## config.mk

```make
export PLATFORM = sky130hd
export DESIGN_NAME = io_port_controller
export DESIGN_NICKNAME = d
export VERILOG_FILES = /design/src/rtl/io_pkg.sv /design/src/rtl/button_debounce.sv /design/src/rtl/io_port_controller.sv
export SDC_FILE = /design/constraint.sdc
export NUM_CORES = 1
export LEC_CHECK = 0
export CAP_MARGIN = 30
export CORE_ASPECT_RATIO = 0.6
export CORE_UTILIZATION = 47
export DETAILED_ROUTE_END_ITERATION = 16
export HOLD_SLACK_MARGIN = 0.1
export PLACE_DENSITY = 0.8
export SYNTH_ARGS = -nofsm -noshare
export SYNTH_HDL_FRONTEND = slang
export SYNTH_SLANG_ARGS = --single-unit
```

## constraint.sdc

```tcl
create_clock -name clk -period 2.01 [get_ports clk]
set_input_delay 0.201 -clock clk [delete_from_list [all_inputs] [get_ports clk]]
set_output_delay 0.201 -clock clk [all_outputs]
set_load 0.1 [all_outputs]
```

## src/rtl/io_pkg.sv

```systemverilog
// Shared types and widths for the IO port controller slice.
package io_pkg;

  localparam int DATA_W = 32;
  localparam int SW_W   = 18;

  typedef enum logic [1:0] {
    IDLE         = 2'd0,
    WAIT_PRESS   = 2'd1,
    WAIT_RELEASE = 2'd2,
    DONE         = 2'd3
  } state_t;

endpackage

```

## src/rtl/button_debounce.sv

```systemverilog
// Confirm-button synchronizer and debouncer; reports the accepted pressed level.
module button_debounce #(
  parameter int DEBOUNCE_CYCLES = 50000,
  parameter int CNT_W           = 16
) (
  input  logic clk,
  input  logic rst_n,
  input  logic btn_n,
  output logic pressed
);

  logic             btn_s1;
  logic             btn_s2;
  logic [CNT_W-1:0] cnt;
  logic             raw_pressed;

  assign raw_pressed = ~btn_s2;

  // Two-flop synchronizer; idles at the released (high) level.
  always_ff @(posedge clk or negedge rst_n) begin
    if (!rst_n) begin
      btn_s1 <= 1'b1;
      btn_s2 <= 1'b1;
    end else begin
      btn_s1 <= btn_n;
      btn_s2 <= btn_s1;
    end
  end

  // Count consecutive disagreeing cycles; accept the new level after DEBOUNCE_CYCLES of them.
  always_ff @(posedge clk or negedge rst_n) begin
    if (!rst_n) begin
      cnt     <= '0;
      pressed <= 1'b0;
    end else if (raw_pressed == pressed) begin
      cnt <= '0;
    end else if (cnt == CNT_W'(DEBOUNCE_CYCLES - 1)) begin
      pressed <= raw_pressed;
      cnt     <= '0;
    end else if (cnt != '1) begin
      cnt <= cnt + 1'b1;
    end
  end

endmodule

```

## src/rtl/io_port_controller.sv

```systemverilog
// Stalls the decoder on in/out instructions until the user confirms with one button press.
module io_port_controller
  import io_pkg::*;
#(
  parameter int DEBOUNCE_CYCLES = 50000,
  parameter int CNT_W           = 16
) (
  input  logic              clk,
  input  logic              rst_n,
  input  logic              in_req,
  input  logic              out_req,
  input  logic [DATA_W-1:0] out_data,
  input  logic [SW_W-1:0]   sw,
  input  logic              btn_n,
  output logic              flag,
  output logic [DATA_W-1:0] in_data,
  output logic [DATA_W-1:0] disp_data,
  output logic              disp_valid
);

  state_t          state;
  logic [SW_W-1:0] sw_s1;
  logic [SW_W-1:0] sw_s2;
  logic            pressed;
  logic            pressed_q;
  logic            press_evt;
  logic            release_evt;
  logic            op_in;
  logic            req;

  button_debounce #(
    .DEBOUNCE_CYCLES (DEBOUNCE_CYCLES),
    .CNT_W           (CNT_W)
  ) u_debounce (
    .clk     (clk),
    .rst_n   (rst_n),
    .btn_n   (btn_n),
    .pressed (pressed)
  );

  assign req         = in_req | out_req;
  assign flag        = req & (state != DONE);
  assign press_evt   = pressed & ~pressed_q;
  assign release_evt = ~pressed & pressed_q;

  // Two-flop synchronizer for the switch bank.
  always_ff @(posedge clk or negedge rst_n) begin
    if (!rst_n) begin
      sw_s1 <= '0;
      sw_s2 <= '0;
    end else begin
      sw_s1 <= sw;
      sw_s2 <= sw_s1;
    end
  end

  // Handshake FSM with registered capture/display outputs.
  always_ff @(posedge clk or negedge rst_n) begin
    if (!rst_n) begin
      state      <= IDLE;
      in_data    <= '0;
      disp_data  <= '0;
      disp_valid <= 1'b0;
      op_in      <= 1'b0;
      pressed_q  <= 1'b0;
    end else begin
      pressed_q <= pressed;
      case (state)
        IDLE: begin
          if (in_req) begin
            op_in <= 1'b1;
            state <= WAIT_PRESS;
          end else if (out_req) begin
            op_in      <= 1'b0;
            disp_data  <= out_data;
            disp_valid <= 1'b0;
            state      <= WAIT_PRESS;
          end
        end
        WAIT_PRESS: begin
          if (!req) begin
            state <= IDLE;
          end else if (press_evt) begin
            if (op_in) begin
              in_data <= {{(DATA_W - SW_W){1'b0}}, sw_s2};
            end
            state <= WAIT_RELEASE;
          end
        end
        WAIT_RELEASE: begin
          if (!req) begin
            state <= IDLE;
          end else if (release_evt) begin
            state <= DONE;
          end
        end
        DONE: begin
          if (!op_in) begin
            disp_valid <= 1'b1;
          end
          state <= IDLE;
        end
        default: state <= IDLE;
      endcase
    end
  end

endmodule
```

==> flow_summary.ini <==
[power]
irDropWorstVdd_mv = 1.092
total_power_w = 0.005978
pwr_density_cell_nw_per_um2 = 1095
power.leakage_nw = 2.467

[placed_design]
post-dp-hpwl_um = 5617
place.gp.congestion = 0.8785
place_area_um2 = 5161
buffer_ports.inserted = 106
dp.cells = 488

[sta]
hold_violations = 0
layout_min_cycle_time_ns = 1.894
final.setup.tns_ns = 0
min_period_over_period = 0.9424
grt_setup_unrepaired = false
maxClockFrequency_mhz = 527.9
report.final.setup_viol = 0
clock_skew_ns = 0.006675
max_slew_vio_count = 0

[synth]
ys_async_sr_fraction = 1.000
synth-main-ff-cell = sky130_fd_sc_hd__dfrtp_1
post_synth_most_frequent_cells = sky130_fd_sc_hd__dfrtp_1, sky130_fd_sc_hd__mux2_2, sky130_fd_sc_hd__buf_4
muxShareOfSynthArea = 0.1450
ys_warn_count = 0
seq_area_frac_synth = 0.6794
compound_gate_portion_of_the_synthesized_area = 0.04104
mean_area_per_synthesized_cell_um2 = 14.85
postSynthCellCount = 273
synthDominantAreaCellType = sky130_fd_sc_hd__dfrtp_1
post_synth_adder_cell_area = 0.003085
main_combinational_cell_family_by_area_after_synthesis = multiplexers
synth-seq-cells = 110
synth.distinct_cells = 40
synth.cell_area_um2 = 4055
synth_most_common_cell = sky130_fd_sc_hd__dfrtp_1
synth_top_area_share = 0.6665
synthXorXnorAreaFrac = 0.03024
post_synth_main_area_contributors = sky130_fd_sc_hd__dfrtp_1, sky130_fd_sc_hd__mux2_2, sky130_fd_sc_hd__buf_4
synth_enable_flop_cells = 0
yosys.area_share.simple = 0.05739

[setup_path]
r2r_end = u_debounce.cnt[12]$_DFFE_PN0P_
r2r_start = u_debounce.cnt[7]$_DFFE_PN0P_
cp_data_required_time_ns = 2.23
worst_setup_path_end_kind = flop
rr_worst_depth = 6
setup.worst_path.start_class = flop
worst-endpoint-arrival_ns = 2.11
worst_setup_path_startpoint = u_debounce.cnt[7]$_DFFE_PN0P_
reg2reg_slack_ns = 0.12
kind_of_critical_path = flop to flop
timing.critical_path.to = u_debounce.cnt[12]$_DFFE_PN0P_
worstPathMaxFanout = 5

[floorplan]
design.portCount = 121
design.die.area_um2 = 9016
die_x_um = 121.9
core_area_um2 = 8102
initial_utilization = 0.5005
die-height_um = 73.95
rows = 25

[final_layout]
fillCellCount = 571
postLayoutCoreUtil = 0.6737
final_non_filler_cell_total = 506
design.final.nets = 449
stdcell_area_um2 = 5458
post_route_cells_drive_above_1_share = 0.3492
flow.area_growth_from_synthesis_pct = 34.59
insertedDiodeCount = 0

[grt]
grt_antenna_before_repair = 0
grt_max_degree = 40
grtUsageTotal = 0.1951
grt_pass1_wl_um = 13070
grt_pass1_vias = 2685
grt-ovfl-total = 0

[cts]
number_of_levels_in_the_clock_h_tree = 3
cts-root-buf = sky130_fd_sc_hd__clkbuf_16
cts_buffers = 9
cts.sinks = 110
cts_tree = done
cts-root-to-sink-buffers = 2
clkLatencyLatePin_ns = 0.34
cts.clk_slew.worst_paths_ns = 0.07

[run_status]
outcome = finished clean

[drt]
vias_per_cell = 5.022
vias = 2541
ant_nets = 0
drt-wirelength-per-cell_um = 15.67
drt_first_pass_iters = 4
drc = 0
finalWirelength_um = 7927
initialDrtViolationCount = 189

[run]
drv_cap = 0

[hold_path]
min-delay-path-class = input port to flop
==> layout by cell type, fill, tap and decap left out, drive strengths merged <==
| master | instances |
|---|---|
| nand4b | 1 |
| conb | 14 |
| xnor2 | 12 |
| clkinv | 1 |
| nand3b | 1 |
| a21oi | 3 |
| inv | 10 |
| buf | 63 |
| nand4 | 4 |
| nor4 | 6 |
| mux2 | 51 |
| clkbuf | 9 |
| dfstp | 2 |
| nand2 | 7 |
| dlygate4sd3 | 1 |
| a31o | 1 |
| o21bai | 1 |
| a22oi | 1 |
| nand3 | 5 |
| nor2b | 1 |
| clkdlybuf4s50 | 53 |
| clkinvlp | 3 |
| o22ai | 2 |
| dfrtp | 108 |
| nand2b | 1 |
| a31oi | 1 |
| nor3 | 5 |
| a22o | 1 |
| or3 | 1 |
| nor2 | 8 |
| nor3b | 1 |
| o41ai | 1 |
| or4b | 1 |
| ha | 1 |
| xor2 | 2 |
| mux2i | 1 |
| a211oi | 1 |
| o21ai | 13 |
==> routing by layer <==
metal  global-route usage  vias to the layer above  routed length, um
met5                    0                        -                  0
met4              0.06447                        0                 86
met3              0.08512                        8                848
met2               0.3076                      107               3591
met1               0.2450                     1259               3401
li1                     -                     1167                  -
==> cells by family after synthesis <==
logic type | Yosys count
compound gates | 25
xor+xnor | 14
fa+ha+maj | 1
buf+inv | 28
flops | 110
mux | 52
other cells | 1
simple gates | 42
==> worst max-delay path, cell delays in order, from the launching register on <==
cell and delay, ns:
sky130_fd_sc_hd__dfrtp_1 0.44, sky130_fd_sc_hd__or4b_4 0.58, sky130_fd_sc_hd__o41ai_4 0.28, sky130_fd_sc_hd__buf_4 0.19
sky130_fd_sc_hd__buf_4 0.13, sky130_fd_sc_hd__o21bai_1 0.10, sky130_fd_sc_hd__a31oi_1 0.05
==> registers in the layout (all words and copies together), names as in the netlist <==
register / flops
disp_data: 32
sw_s2: 18
u_debounce.pressed: 1
disp_valid: 1
pressed_q: 1
sw_s1: 18
in_data: 18
u_debounce.cnt: 16
state: 2
u_debounce.btn_s1: 1
op_in: 1
u_debounce.btn_s2: 1
==> area by class of cell <==
type                            instances  area, um^2  share of cell area
Clock buffer                            9       225.2             0.04127
Timing Repair Buffer                  117        1076              0.1972
Tap cell                              108       135.1             0.02476
Clock inverter                          7       53.80            0.009858
Sequential cell                       110        2755              0.5048
Inverter                                7       26.28            0.004814
Multi-Input combinational cell        148        1186              0.2173
==> worst min path at each step <==
stage	startpoint	to	cells after the start
5_1_grt	btn_n	u_debounce.btn_s1$_DFF_PN1_	1
3_5_place_dp	rst_n	sw_s1[2]$_DFF_PN0_	1
3_3_place_gp	rst_n	sw_s1[2]$_DFF_PN0_	1
2_1_floorplan	rst_n	disp_data[0]$_DFFE_PN0P_	0
6_report	btn_n	u_debounce.btn_s1$_DFF_PN1_	1
4_1_cts	btn_n	u_debounce.btn_s1$_DFF_PN1_	1
==> stage by stage <==
step	hold WS, ns	worst slack (ns)
floorplan	-0.09459	0.2934
global placement	0.1914	0.1950
detailed placement	0.1951	0.1286
CTS	0.2535	0.09644
global route	0.2661	0.03377
finish	0.2649	0.1157
==> power breakdown <==
part | switching, W | internal [W] | total, W
Sequential | 0.000105 | 0.00241 | 0.00251
Clock | 0.000796 | 0.000851 | 0.00165
Combinational | 0.00140 | 0.000418 | 0.00182
==> what timing repair did <==
| action | CTS | global route |
|---|---|---|
| hold endpoints to repair | 34 | 0 |
| setup buffers | 0 | 1 |
| endpoints found under the setup margin | 0 | 1 |
| gates resized for setup | 0 | 0 |
| hold buffers | 1 | 0 |
Note: power is estimated with default switching activity, not from simulation.
